===== src/rtl/fg_prog_pkg.sv =====
// Shared types and default widths for the floating-gate programming sequencer.
package fg_prog_pkg;

    localparam int unsigned DEF_COL_BITS  = 6;
    localparam int unsigned DEF_ROW_BITS  = 5;
    localparam int unsigned DEF_ISL_BITS  = 2;
    localparam int unsigned DEF_SETUP_CYC = 8;
    localparam int unsigned DEF_PW_BITS   = 16;
    localparam int unsigned DEF_NP_BITS   = 8;

    typedef enum logic [1:0] {
        OP_INJECT  = 2'b00,
        OP_TUNNEL  = 2'b01,
        OP_SELECT  = 2'b10,
        OP_ILLEGAL = 2'b11
    } op_e;

    typedef enum logic [2:0] {
        IDLE    = 3'd0,
        SETUP   = 3'd1,
        PULSE   = 3'd2,
        GAP     = 3'd3,
        RECOVER = 3'd4
    } state_e;

    function automatic int unsigned max_u(input int unsigned a, input int unsigned b);
        return (a > b) ? a : b;
    endfunction

endpackage


===== src/rtl/fg_prog_timer.sv =====
// Loadable down-counter with a zero flag; shared by settle and pulse-width timing.
module fg_prog_timer #(
    parameter int unsigned W = 16
) (
    input  logic         clk,
    input  logic         rst,
    input  logic         load,
    input  logic [W-1:0] load_val,
    output logic         zero_c
);

    logic [W-1:0] cnt;

    always_ff @(posedge clk or posedge rst) begin
        if (rst)                cnt <= '0;
        else if (load)          cnt <= load_val;
        else if (cnt != '0)     cnt <= cnt - W'(1);
    end

    assign zero_c = (cnt == '0);

endmodule


===== src/rtl/fg_prog_sequencer.sv =====
// Floating-gate programming sequencer: latches one command and drives decoder address, run/prog
// and break-before-make timed pulses. Define FG_PROG_ABORT_EN to add abort/aborted ports.
module fg_prog_sequencer
    import fg_prog_pkg::*;
#(
    parameter int unsigned COL_BITS  = DEF_COL_BITS,
    parameter int unsigned ROW_BITS  = DEF_ROW_BITS,
    parameter int unsigned ISL_BITS  = DEF_ISL_BITS,
    parameter int unsigned SETUP_CYC = DEF_SETUP_CYC,
    parameter int unsigned PW_BITS   = DEF_PW_BITS,
    parameter int unsigned NP_BITS   = DEF_NP_BITS
) (
    input  logic                clk,
    input  logic                reset,
    input  logic                cmd_valid,
    output logic                cmd_ready,
    input  logic [1:0]          cmd_op,
    input  logic [ISL_BITS-1:0] cmd_island,
    input  logic [ROW_BITS-1:0] cmd_row,
    input  logic [COL_BITS-1:0] cmd_col,
    input  logic [PW_BITS-1:0]  cmd_pw,
    input  logic [NP_BITS-1:0]  cmd_np,
    output logic [ISL_BITS-1:0] dec_island,
    output logic [ROW_BITS-1:0] dec_row,
    output logic [COL_BITS-1:0] dec_col,
    output logic                run,
    output logic                prog,
    output logic                drain_en,
    output logic                vtun_en,
    output logic                busy,
    output logic                done,
    output logic                err
`ifdef FG_PROG_ABORT_EN
   ,input  logic                abort,
    output logic                aborted
`endif
);

    localparam int unsigned SET_BITS = $clog2(SETUP_CYC + 1);
    localparam int unsigned TW       = max_u(PW_BITS, SET_BITS);

    state_e               state, state_nx;
    op_e                  op_q;
    logic [PW_BITS-1:0]   pw_q;
    logic [NP_BITS-1:0]   rem_q, rem_nx;
    logic                 tmr_load, tmr_zero;
    logic [TW-1:0]        tmr_val, setup_ld, pulse_ld;
    logic                 accept, legal_acc;

    logic [ISL_BITS-1:0]  dec_island_nx;
    logic [ROW_BITS-1:0]  dec_row_nx;
    logic [COL_BITS-1:0]  dec_col_nx;
    logic                 run_nx, prog_nx, drain_nx, vtun_nx, busy_nx, done_nx, err_nx;
`ifdef FG_PROG_ABORT_EN
    logic                 ab_q, ab_nx, aborted_nx;
`endif

    assign cmd_ready = (state == IDLE) && !reset;
    assign accept    = cmd_valid && cmd_ready;
    assign legal_acc = accept && (op_e'(cmd_op) != OP_ILLEGAL);
    assign setup_ld  = TW'(SETUP_CYC - 1);
    // A zero pulse width still yields a one-cycle pulse.
    assign pulse_ld  = (pw_q == '0) ? '0 : TW'(pw_q) - TW'(1);

    fg_prog_timer #(.W(TW)) u_timer (
        .clk      (clk),
        .rst      (reset),
        .load     (tmr_load),
        .load_val (tmr_val),
        .zero_c   (tmr_zero)
    );

    always_ff @(posedge clk or posedge reset) begin
        if (reset) state <= IDLE;
        else       state <= state_nx;
    end

    always_comb begin
        state_nx = state;
        tmr_load = 1'b0;
        tmr_val  = setup_ld;
        rem_nx   = rem_q;
`ifdef FG_PROG_ABORT_EN
        ab_nx    = ab_q;
`endif
        case (state)
            IDLE: begin
                if (legal_acc) begin
                    state_nx = SETUP;
                    tmr_load = 1'b1;
                    rem_nx   = cmd_np;
`ifdef FG_PROG_ABORT_EN
                    ab_nx    = 1'b0;
`endif
                end
            end
            SETUP: begin
                if (tmr_zero) begin
                    tmr_load = 1'b1;
                    if (op_q == OP_SELECT || rem_q == '0) begin
                        state_nx = RECOVER;
                    end else begin
                        state_nx = PULSE;
                        tmr_val  = pulse_ld;
                    end
                end
            end
            PULSE: begin
                if (tmr_zero) begin
                    state_nx = GAP;
                    tmr_load = 1'b1;
                    rem_nx   = rem_q - NP_BITS'(1);
                end
            end
            GAP: begin
                if (tmr_zero) begin
                    tmr_load = 1'b1;
                    if (rem_q != '0) begin
                        state_nx = PULSE;
                        tmr_val  = pulse_ld;
                    end else begin
                        state_nx = RECOVER;
                    end
                end
            end
            RECOVER: begin
                if (tmr_zero) state_nx = IDLE;
            end
            default: state_nx = IDLE;
        endcase
`ifdef FG_PROG_ABORT_EN
        // Abort overrides any phase transition; RECOVER still runs its full settle time.
        if (abort && (state == SETUP || state == PULSE || state == GAP)) begin
            state_nx = RECOVER;
            tmr_load = 1'b1;
            tmr_val  = setup_ld;
            ab_nx    = 1'b1;
        end
`endif
    end

    // Registered outputs derive from the next state so enables never lead the address change.
    always_comb begin
        run_nx        = (state_nx == IDLE);
        prog_nx       = (state_nx == SETUP) || (state_nx == PULSE) || (state_nx == GAP);
        drain_nx      = (state_nx == PULSE) && (op_q == OP_INJECT);
        vtun_nx       = (state_nx == PULSE) && (op_q == OP_TUNNEL);
        busy_nx       = (state_nx != IDLE);
        done_nx       = (state == RECOVER) && (state_nx == IDLE);
        err_nx        = accept && (op_e'(cmd_op) == OP_ILLEGAL);
        dec_island_nx = legal_acc ? cmd_island : dec_island;
        dec_row_nx    = legal_acc ? cmd_row    : dec_row;
        dec_col_nx    = legal_acc ? cmd_col    : dec_col;
`ifdef FG_PROG_ABORT_EN
        aborted_nx    = done_nx && ab_q;
`endif
    end

    always_ff @(posedge clk or posedge reset) begin
        if (reset) begin
            op_q  <= OP_INJECT;
            pw_q  <= '0;
            rem_q <= '0;
`ifdef FG_PROG_ABORT_EN
            ab_q  <= 1'b0;
`endif
        end else begin
            if (legal_acc) begin
                op_q <= op_e'(cmd_op);
                pw_q <= cmd_pw;
            end
            rem_q <= rem_nx;
`ifdef FG_PROG_ABORT_EN
            ab_q  <= ab_nx;
`endif
        end
    end

    always_ff @(posedge clk or posedge reset) begin
        if (reset) begin
            run        <= 1'b1;
            prog       <= 1'b0;
            drain_en   <= 1'b0;
            vtun_en    <= 1'b0;
            busy       <= 1'b0;
            done       <= 1'b0;
            err        <= 1'b0;
            dec_island <= '0;
            dec_row    <= '0;
            dec_col    <= '0;
`ifdef FG_PROG_ABORT_EN
            aborted    <= 1'b0;
`endif
        end else begin
            run        <= run_nx;
            prog       <= prog_nx;
            drain_en   <= drain_nx;
            vtun_en    <= vtun_nx;
            busy       <= busy_nx;
            done       <= done_nx;
            err        <= err_nx;
            dec_island <= dec_island_nx;
            dec_row    <= dec_row_nx;
            dec_col    <= dec_col_nx;
`ifdef FG_PROG_ABORT_EN
            aborted    <= aborted_nx;
`endif
        end
    end

endmodule


===== config.mk =====
export PLATFORM = sky130hd
export DESIGN_NAME = fg_prog_sequencer
export DESIGN_NICKNAME = d
export VERILOG_FILES = /design/src/rtl/fg_prog_pkg.sv /design/src/rtl/fg_prog_timer.sv /design/src/rtl/fg_prog_sequencer.sv
export SDC_FILE = /design/constraint.sdc
export NUM_CORES = 1
export LEC_CHECK = 0
export CORE_ASPECT_RATIO = 1.1
export CORE_UTILIZATION = 57
export DETAILED_ROUTE_END_ITERATION = 6
export PLACE_DENSITY = 0.85
export SYNTH_ARGS = -nofsm -noshare
export SYNTH_HDL_FRONTEND = slang
export SYNTH_HIERARCHICAL = 1
export SYNTH_SLANG_ARGS = --single-unit

===== constraint.sdc =====
create_clock -name clk -period 5.8 [get_ports clk]
set_input_delay 1.16 -clock clk [delete_from_list [all_inputs] [get_ports clk]]
set_output_delay 1.16 -clock clk [all_outputs]
set_load 0.01 [all_outputs]

==> impl_metrics.toml, run 1 <==
[global_route]
grt_pass1_vias = 3096
grt_pass1_wl_um = 14250
grt_max_degree = 50
antenna_found_initial = 0
gr-max-usage-layer = "met2"
grt-ovfl-total = 0
grtUsageMet3_pct = 8.043
grt_usage_pct = 27.83
met2_usage_pct = 45.45
met1_usage_pct = 35.96

[floorplanning]
initial_utilization_pct = 60.34
rows = 29
die_w_um = 77.22
die_y_um = 84.74
pin_count = 63
die_area_um2 = 6543
coreArea_um2 = 5878

[yosys]
synth-seq-cells = 65
synth_cell_types = 65
yosysWarnings = 6
async_flop_share_pct = 100.0
synthCells = 391
synth_edf_count = 0
syn_nets = 436
seq_area_frac_synth_pct = 45.89
synth_area_um2 = 3547
avgSynthCellArea_um2 = 9.072
synth_flop_cell = "dfrtp_1"

[worst_setup_path]
worstPathCellList = "nor4_1, and4_1, o21ai_0, a21oi_1, clkinv_1, o311ai_0, nand3_1"
startpoint = "u_timer/cnt[2]"
critical_path.max_stage_delay_ps = 930
crit_path_start_kind = "flop"
r2r_slack_ps = 1710
rr_startpoint = "u_timer/cnt[2]"
crit_slowest_cell = "a21oi_1"
cp.arrival_ps = 4300
crit_fanout = 17
critical_path_cell_count = 7
rr_worst_depth = 7
setup.worst_path.end_class = "flop"
cp_num_buf_inv = 1
worstPathRequired_ps = 6010
reg2reg_to = "u_timer/cnt[15]"
cp-endpoint = "u_timer/cnt[15]"
critPathTopFamily = "simple AND/OR/NAND/NOR gates"
crit_type = "reg -> reg"

[clocking]
htree_levels = 3
cts-root-buf = "clkbuf_8"
ctsResizeCount = 0
cts_tree = "done"
cts_buffer_depth = 2
post_cts_buffers = 0
clk-insertion-delay-late_ps = 340
numClockSinks = 65
cts_buffers = 9
clk_transition_reported_paths_ps = 70
holdBufCountCts = 0

[drt]
routedWlPerCell_um = 15.42
first_pass_iters = 5
routed_wl_um = 8159
via_count = 3087
antenna_left = 0
drtIter0Drc = 230
vias_per_cell = 5.836
route.detailed.drc = 0

[power]
p_leak_nw = 1.825
power.density_nw_per_um2 = 472.4
max-vdd-ir-drop_uv = 357.3

[timing]
maxSlewViolCount = 0
rsz0062_at_grt = "false"
period_needed_ps = 4087
max_slew.worst_pin.slew_ps = 1136
hold_viol_final = 0
relSlewSlack_pct = 24.24
max_freq_ghz = 0.2447
hold_ws_ps = 476.7
finalCritPeriodShare_pct = 70.47
finalSetupTns_ps = 0
setup_violations = 0
skew_ps = 6.532

[placed_design]
hpwl_um = 5718
routabilityCongestion = 0.8608
dpl_cell_area_um2 = 4190
portBuffers = 62

[hold_path]
holdCritStartpoint = "dec_row[3]"
hp-class = "reg -> reg"
whs_path_depth = 2

[layout]
diodes = 0
final_nets = 492
register_area_um2 = 1628
drive_gt1_share_pct = 9.292
fillCellCount = 423
post-route-cell-area_um2 = 4387
area_delta_synth_final_pct = 23.67
multi_input_area_um2 = 1789

[run]
maxCapViolCount = 0

[status]
status = "complete, no violations"
-- layout make-up --
class | count | share of cell area, %
clock buffers | 11 | 3.223
clock inverters | 5 | 1.255
inverters | 11 | 0.9412
multi-input cells | 296 | 40.79
flip-flops and latches | 65 | 37.11
well taps | 77 | 2.196
repair buffers | 64 | 14.49
-- power breakdown --
group          leakage (nW)  switching, mW  internal [mW]  total, mW
Clock                0.0953          0.172          0.209      0.381
Sequential            0.799          0.234          0.655      0.889
Combinational         0.931          0.399          0.403      0.803
Total                  1.83          0.805           1.27       2.07
-- cell usage in the layout, fill, tap and decap left out, types with 4 or more instances in the layout --
cell type        Yosys  layout
a21oi_1              8       8
a22o_1               4       4
clkbuf_8             0      10
clkdlybuf4s50_1      0      62
dfrtp_1             64      64
inv_1               10       9
nand2_1            106     106
nand3_1              8       8
nand4_1              5       5
nand4b_1             5       5
nor2_1              22      22
nor3_1              24      24
nor4_1               6       6
o21ai_0              6       6
o221a_2              4       4
o31ai_1              7       7
xnor2_1             10      10
xor2_1              13      13
-- worst reg2reg max path, cell delays in order (launching register included) --
cell      delay [ps]
dfrtp_1          430
nor4_1           770
and4_1           770
o21ai_0          200
a21oi_1          930
clkinv_1         520
o311ai_0         230
nand3_1          110
-- registers in the layout, indices dropped and copies added (netlist names) --
name	cells
dec_island	2
vtun_en	1
drain_en	1
op_q	2
done	1
run	1
dec_col	6
dec_row	5
busy	1
prog	1
rem_q	8
state	3
pw_q	16
u_timer/cnt	16
err	1
-- worst min path at each step --
stage	end
2_1_floorplan	rem_q[7]
3_3_place_gp	dec_row[3]
3_5_place_dp	dec_row[3]
4_1_cts	dec_row[3]
5_1_grt	dec_row[3]
6_report	dec_row[3]
-- synthesized netlist by cell type (all sizes together), types with 6 or more instances --
cell,count,area (um2)
nand2,108,410.4
dfrtp,64,1602
nor3,24,120.1
nor2,22,82.58
xor2,13,113.9
clkbuf,11,41.29
inv,10,37.54
nor4,10,113.9
xnor2,10,87.58
a21oi,8,40.04
buf,8,47.54
nand3,8,40.04
o31ai,7,52.55
o21ai,6,30.03
or4,6,53.80
-- cell families (layout without fill, tap and decap cells) --
kind of cell | after synthesis | after routing | synth area share, %
AOI/OAI and AO/OA | 52 | 52 | 11.50
xor gates and xnor gates | 23 | 23 | 5.679
adders and majority gates | 3 | 3 | 1.058
buffers and inverters | 30 | 91 | 3.668
DFF | 65 | 65 | 45.89
muxes | 2 | 2 | 0.5996
and+or+nand+nor | 216 | 216 | 31.61
-- metal layers --
metal  up-vias  routed length [um]
met5         -                   0
met4         0                 112
met3        11                 508
met2       108                3916
met1      1477                3622
li1       1491                   -
-- per-stage QoR --
step / instances / setup slack (ps) / power (mW) / utilization [%]
after floorplan: 391 / 2849 / 1.383 / -
after global placement: 513 / 1709 / 1.639 / 71.29
after detailed placement: 513 / 1582 / 1.683 / 71.29
after CTS: 529 / 1799 / 2.074 / 74.63
after global routing: 529 / 1331 / 2.220 / 74.63
final: 529 / 1713 / 2.072 / 74.63
(Power assumes the default switching activity.)
==> run 2: changes to the inputs <==
--- a/config.mk
+++ b/config.mk
@@ -6,9 +6,9 @@
 export NUM_CORES = 1
 export LEC_CHECK = 0
 export CORE_ASPECT_RATIO = 1.1
-export CORE_UTILIZATION = 57
+export CORE_UTILIZATION = 48
 export DETAILED_ROUTE_END_ITERATION = 6
-export PLACE_DENSITY = 0.85
+export PLACE_DENSITY = 0.77
 export SYNTH_ARGS = -nofsm -noshare
 export SYNTH_HDL_FRONTEND = slang
 export SYNTH_HIERARCHICAL = 1
==> constraint.sdc (replaced) <==
create_clock -name clk -period 3.65 [get_ports clk]
set_input_delay 0.73 -clock clk [delete_from_list [all_inputs] [get_ports clk]]
set_output_delay 0.73 -clock clk [all_outputs]
set_load 0.01 [all_outputs]
==> impl_metrics.toml, run 2 (synthesis results as in run 1) <==
[status]
status = "complete, no violations"

[global_route]
grt_pass1_wl_um = 13860
antenna_found_initial = 0
grt_pass1_vias = 3083
grt_usage_pct = 22.39
grt-ovfl-total = 0
grt_max_degree = 50

[clocking]
cts_buffers = 9
post_cts_buffers = 0
cts_tree = "done"
clk-insertion-delay-late_ps = 340
ctsResizeCount = 0
cts-root-buf = "clkbuf_8"
htree_levels = 3
cts_buffer_depth = 2
numClockSinks = 65
holdBufCountCts = 0
clk_transition_reported_paths_ps = 70

[layout]
final_util_pct = 62.68
layout_commonest_cell = "nand2_1"
post-route-cell-area_um2 = 4442
stdcell_count = 540
final_nets = 495
drive_gt1_share_pct = 10.11
largest_registers = "pw_q: 16 flops, u_timer/cnt: 16 flops, rem_q: 8 flops"
diodes = 0
area_delta_synth_final_pct = 25.22
mostFrequentLayoutCells = "nand2_1 (106), dfrtp_1 (64), clkdlybuf4s50_1 (62), nor3_1 (24), nor2_1 (22)"

[timing]
maxSlewViolCount = 0
rsz0062_at_grt = "false"
max_freq_ghz = 0.3411
finalSetupTns_ps = 0
relSlewSlack_pct = 33.30
worst_slack_ps = 718.3
finalCritPeriodShare_pct = 80.32
max_slew.worst_pin.slew_ps = 999.1
hold_ws_ps = 475.2
period_needed_ps = 2932
hold_viol_final = 0
skew_ps = 15.47
setup_violations = 0

[hold_path]
hp-class = "reg -> reg"

[placed_design]
portBuffers = 62
routabilityCongestion = 0.9238
hpwl_um = 5667
dpl.cell_count = 524
pre_cts_ws_ps = 803.4
dpl_cell_area_um2 = 4223

[power]
power.density_nw_per_um2 = 753.5
comb_power_share_pct = 37.8
switching_share_pct = 38.10
max-vdd-ir-drop_uv = 385.4
power_frac_seq_pct = 42.0
total_power_mw = 3.347
p_leak_nw = 1.855
p_int_mw = 2.072
clkPwrFrac_pct = 20.1
p_sw_mw = 1.275

[drt]
route.detailed.drc = 0
antenna_left = 0
vias_per_cell = 5.606
drtIter0Drc = 176
routedWlPerCell_um = 14.95
first_pass_iters = 4
routed_wl_um = 8073
via_count = 3027

[floorplanning]
initial_utilization_pct = 50.05
die_area_um2 = 7738
die_w_um = 83.97
pin_count = 63
die_y_um = 92.16
coreArea_um2 = 7087
rows = 32

[worst_setup_path]
rr_worst_depth = 8
critical_path.max_stage_delay_ps = 610
cp.arrival_ps = 3130
startpoint = "u_timer/cnt[12]"
rr_startpoint = "u_timer/cnt[12]"
crit_path_start_kind = "flop"
worstPathRequired_ps = 3850
worstPathCellList = "nor4_1, and4_1, o21ai_0, a21oi_1, buf_4, clkinv_1, o311ai_0, nand3_1"
setup.worst_path.end_class = "flop"
crit_type = "reg -> reg"
cp-endpoint = "u_timer/cnt[15]"
reg2reg_to = "u_timer/cnt[15]"
r2r_slack_ps = 720
crit_slowest_cell = "nor4_1"
crit_fanout = 25

[run]
maxCapViolCount = 0
## run 2: cell types whose count changed in the layout (fill, tap and decap cells not counted)
cell	delta
buf_4	+3
bufinv_16	+1
clkbuf_1	-1
clkbuf_8	-1
clkinv_4	+2
clkinvlp_4	-1
## run 2: how the worst min path moves through the flow
stage                from         end  slack, ps  cells after the start
3_3_place_gp   dec_col[1]  dec_col[1]        460                      2
2_1_floorplan    rem_q[7]    rem_q[7]        440                      1
4_1_cts        dec_row[0]  dec_row[0]        480                      2
3_5_place_dp   dec_row[4]  dec_row[4]        460                      2
6_report       dec_row[0]  dec_row[0]        480                      2
5_1_grt          rem_q[7]    rem_q[7]        500                      1
## run 2: area by class of cell
class | count | area [um2]
Multi-Input combinational cell | 296 | 1789
Inverter | 11 | 41.29
Tap cell | 85 | 106.4
Timing Repair Buffer | 67 | 658.1
Clock buffer | 9 | 123.9
Clock inverter | 7 | 95.09
Fill cell | 613 | 2645
Sequential cell | 65 | 1628
## run 2: layer usage
metal  track usage (%)  wire length, um  vias up
met5                 0                0        -
met4             11.21              127        0
met3             4.590              404       13
met2             35.45             3863       85
met1             29.22             3679     1429
li1                  -                -     1500
## run 2: critical path, delay by kind of cell (launching register included)
family,cells,cell delay (ps)
and+or+nand+nor,3,1270
DFF,1,440
buffers and inverters,2,540
AOI/OAI and AO/OA,3,550
## run 2: power groups by stage
stage | logic [mW] | clock network, mW | registers (mW)
after floorplan | 0.850 | 0 | 1.35
after global placement | 1.22 | 0 | 1.40
after detailed placement | 1.26 | 0 | 1.41
after CTS | 1.27 | 0.683 | 1.40
after global routing | 1.41 | 0.715 | 1.46
final | 1.27 | 0.674 | 1.41
==> variant (flow settings as in run 2) <==
Make the reset (`reset` and `rst`) synchronous in 4 clocked blocks.
--- a/src/rtl/fg_prog_timer.sv
+++ b/src/rtl/fg_prog_timer.sv
@@ -11,7 +11,7 @@
 
     logic [W-1:0] cnt;
 
-    always_ff @(posedge clk or posedge rst) begin
+    always_ff @(posedge clk) begin
         if (rst)                cnt <= '0;
         else if (load)          cnt <= load_val;
         else if (cnt != '0)     cnt <= cnt - W'(1);
--- a/src/rtl/fg_prog_sequencer.sv
+++ b/src/rtl/fg_prog_sequencer.sv
@@ -70,7 +70,7 @@
         .zero_c   (tmr_zero)
     );
 
-    always_ff @(posedge clk or posedge reset) begin
+    always_ff @(posedge clk) begin
         if (reset) state <= IDLE;
         else       state <= state_nx;
     end
@@ -156,7 +156,7 @@
 `endif
     end
 
-    always_ff @(posedge clk or posedge reset) begin
+    always_ff @(posedge clk) begin
         if (reset) begin
             op_q  <= OP_INJECT;
             pw_q  <= '0;
@@ -176,7 +176,7 @@
         end
     end
 
-    always_ff @(posedge clk or posedge reset) begin
+    always_ff @(posedge clk) begin
         if (reset) begin
             run        <= 1'b1;
             prog       <= 1'b0;
Formal check against the unedited RTL: differs if reset is asserted again (counterexample within 4 cycles, from zero or initial values and one cycle with reset high); with reset held inactive, the same outputs for 10 cycles.
==> variant against run 2 <==
- cell area is 4.6% lower
- power is 24% lower
- die area is 6.9% lower
- area after synthesis is 7.1% lower
- clock skew is 0.0073 ns lower
- setup slack worse by 0.14 ns
- global-route usage is 0.62 points higher
- routed wire length is 4.6% lower
- sequential cell count stayed put
==> variant: results (changes against run 2) <==
status=finished clean; Buffers excl. clock=70 (+4.5%); delay-heaviest family, CP=compound AO/OA/AOI/OAI gates; crit-path max cell delay=0.50 ns (-0.11 ns); Seq/Total Area, Yosys=39.5% (-6.4 points); met2 GRT Util=37.5% (+2.1 points); fin nets=520 (+5.1%); Placed Cells=546 (+4.2%); CP Data Arrival Time=3.36 ns (+0.23 ns); vias in the first global route=2841 (-7.8%); first-pass GRT wire length=12800 µm (-7.8%); compound-cell area share of the yosys netlist=17.7% (+6.2 points); Commonest cells post-synth=90 x nand2_1, 65 x dfxtp_1, 44 x a21oi_1; M1 GR Usage=28.5% (-0.71 points); Max FO, Critical Path=12 (-52%); Async S/R FF share, synth=0% (-100 points); count of cell types in the netlist=56 (-14%); dpl cell area=3970 µm² (-6.0%); signal buffers share of area=15.9% (+1.1 points); Met2 Wirelength=3610 µm (-6.6%); M3 GR Usage=6.33% (+1.7 points); wl on met1=3450 µm (-6.3%); fraction of area in multi-input gates=43.8% (+3.5 points); HPWL after DPL=5580 µm (-1.6%); mux share of post-synthesis cell area=1.56% (+0.96 points); switching pwr=0.833 mW (-35%); synth top area cells=dfxtp_1 39%, nand2_1 10%, a21oi_1 6.7%; Ys Warns=6 (unchanged); DR vias/cell=5.44 (-3.0%); Synthesized Nets=463 (+6.2%); Signal inverters=10 (-1); Clock Skew=0.00815 ns (-0.00732 ns); final wirelength=7700 µm (-4.6%); Comb group=0.820 mW (-35%); internal power=1.71 mW (-17%); clock network power=0.806 mW (+20%); DR iter-0 viols=144 (-18%); met3 WL post-DR=526 µm (+30%); Leak Pwr=1.57 nW (-15%); share of cells above drive strength 1=7.92% (-2.2 points); synthesized-area fraction occupied by adder cells=1.14% (+0.080 points); relative max-transition margin=37.5% (+4.2 points); # Post-CTS Setup Buffers=0 (unchanged); XOR/XNOR share of the synthesized area=5.84% (+0.17 points); Max VDD drop=0.418 mV (+8.3%); Syn Inst Count=418 (+6.9%); drt wl/cell=13.7 µm (-8.4%); largest net degree at the start of global routing=54 (+8.0%); Worst-Skew Late Latency=0.34 ns (about the same); GRT Resource Usage Total=23.0% (+0.62 points); FF+latch count=65 (unchanged); area delta synth->final=28.5%; Fillers=592 (-3.4%); multi-input combinational gate total=319 (+7.8%); sequential cell area share=30.7% (-5.9 points); clk cell area share=6.29% (+1.4 points)
-- variant: cell types whose count changed after synthesis, sizes merged, moves of 11 or more --
cell and delta:
o21ai +17, a21oi +36, dfxtp +65, dfrtp -64, nand2 -17, nor3 -11
-- variant: path summary, 6_finish.rpt --
check,startpoint,to,slack [ns],cells after the start
setup reg to reg,u_timer/cnt[0]$_SDFFE_PP0P_,u_timer/cnt[15]$_SDFFE_PP0P_,0.58,13
hold reg to reg,dec_col[1]$_SDFFE_PP0P_,dec_col[1]$_SDFFE_PP0P_,0.45,2
setup / recovery,u_timer/cnt[0]$_SDFFE_PP0P_,u_timer/cnt[15]$_SDFFE_PP0P_,0.58,13
hold / removal,dec_col[1]$_SDFFE_PP0P_,dec_col[1]$_SDFFE_PP0P_,0.45,2
-- variant: kinds of logic after synthesis --
family,after synthesis
AOI/OAI and AO/OA,96
xor gates and xnor gates,22
adders and majority gates,3
buffers and inverters,34
DFF,65
muxes,5
and+or+nand+nor,193
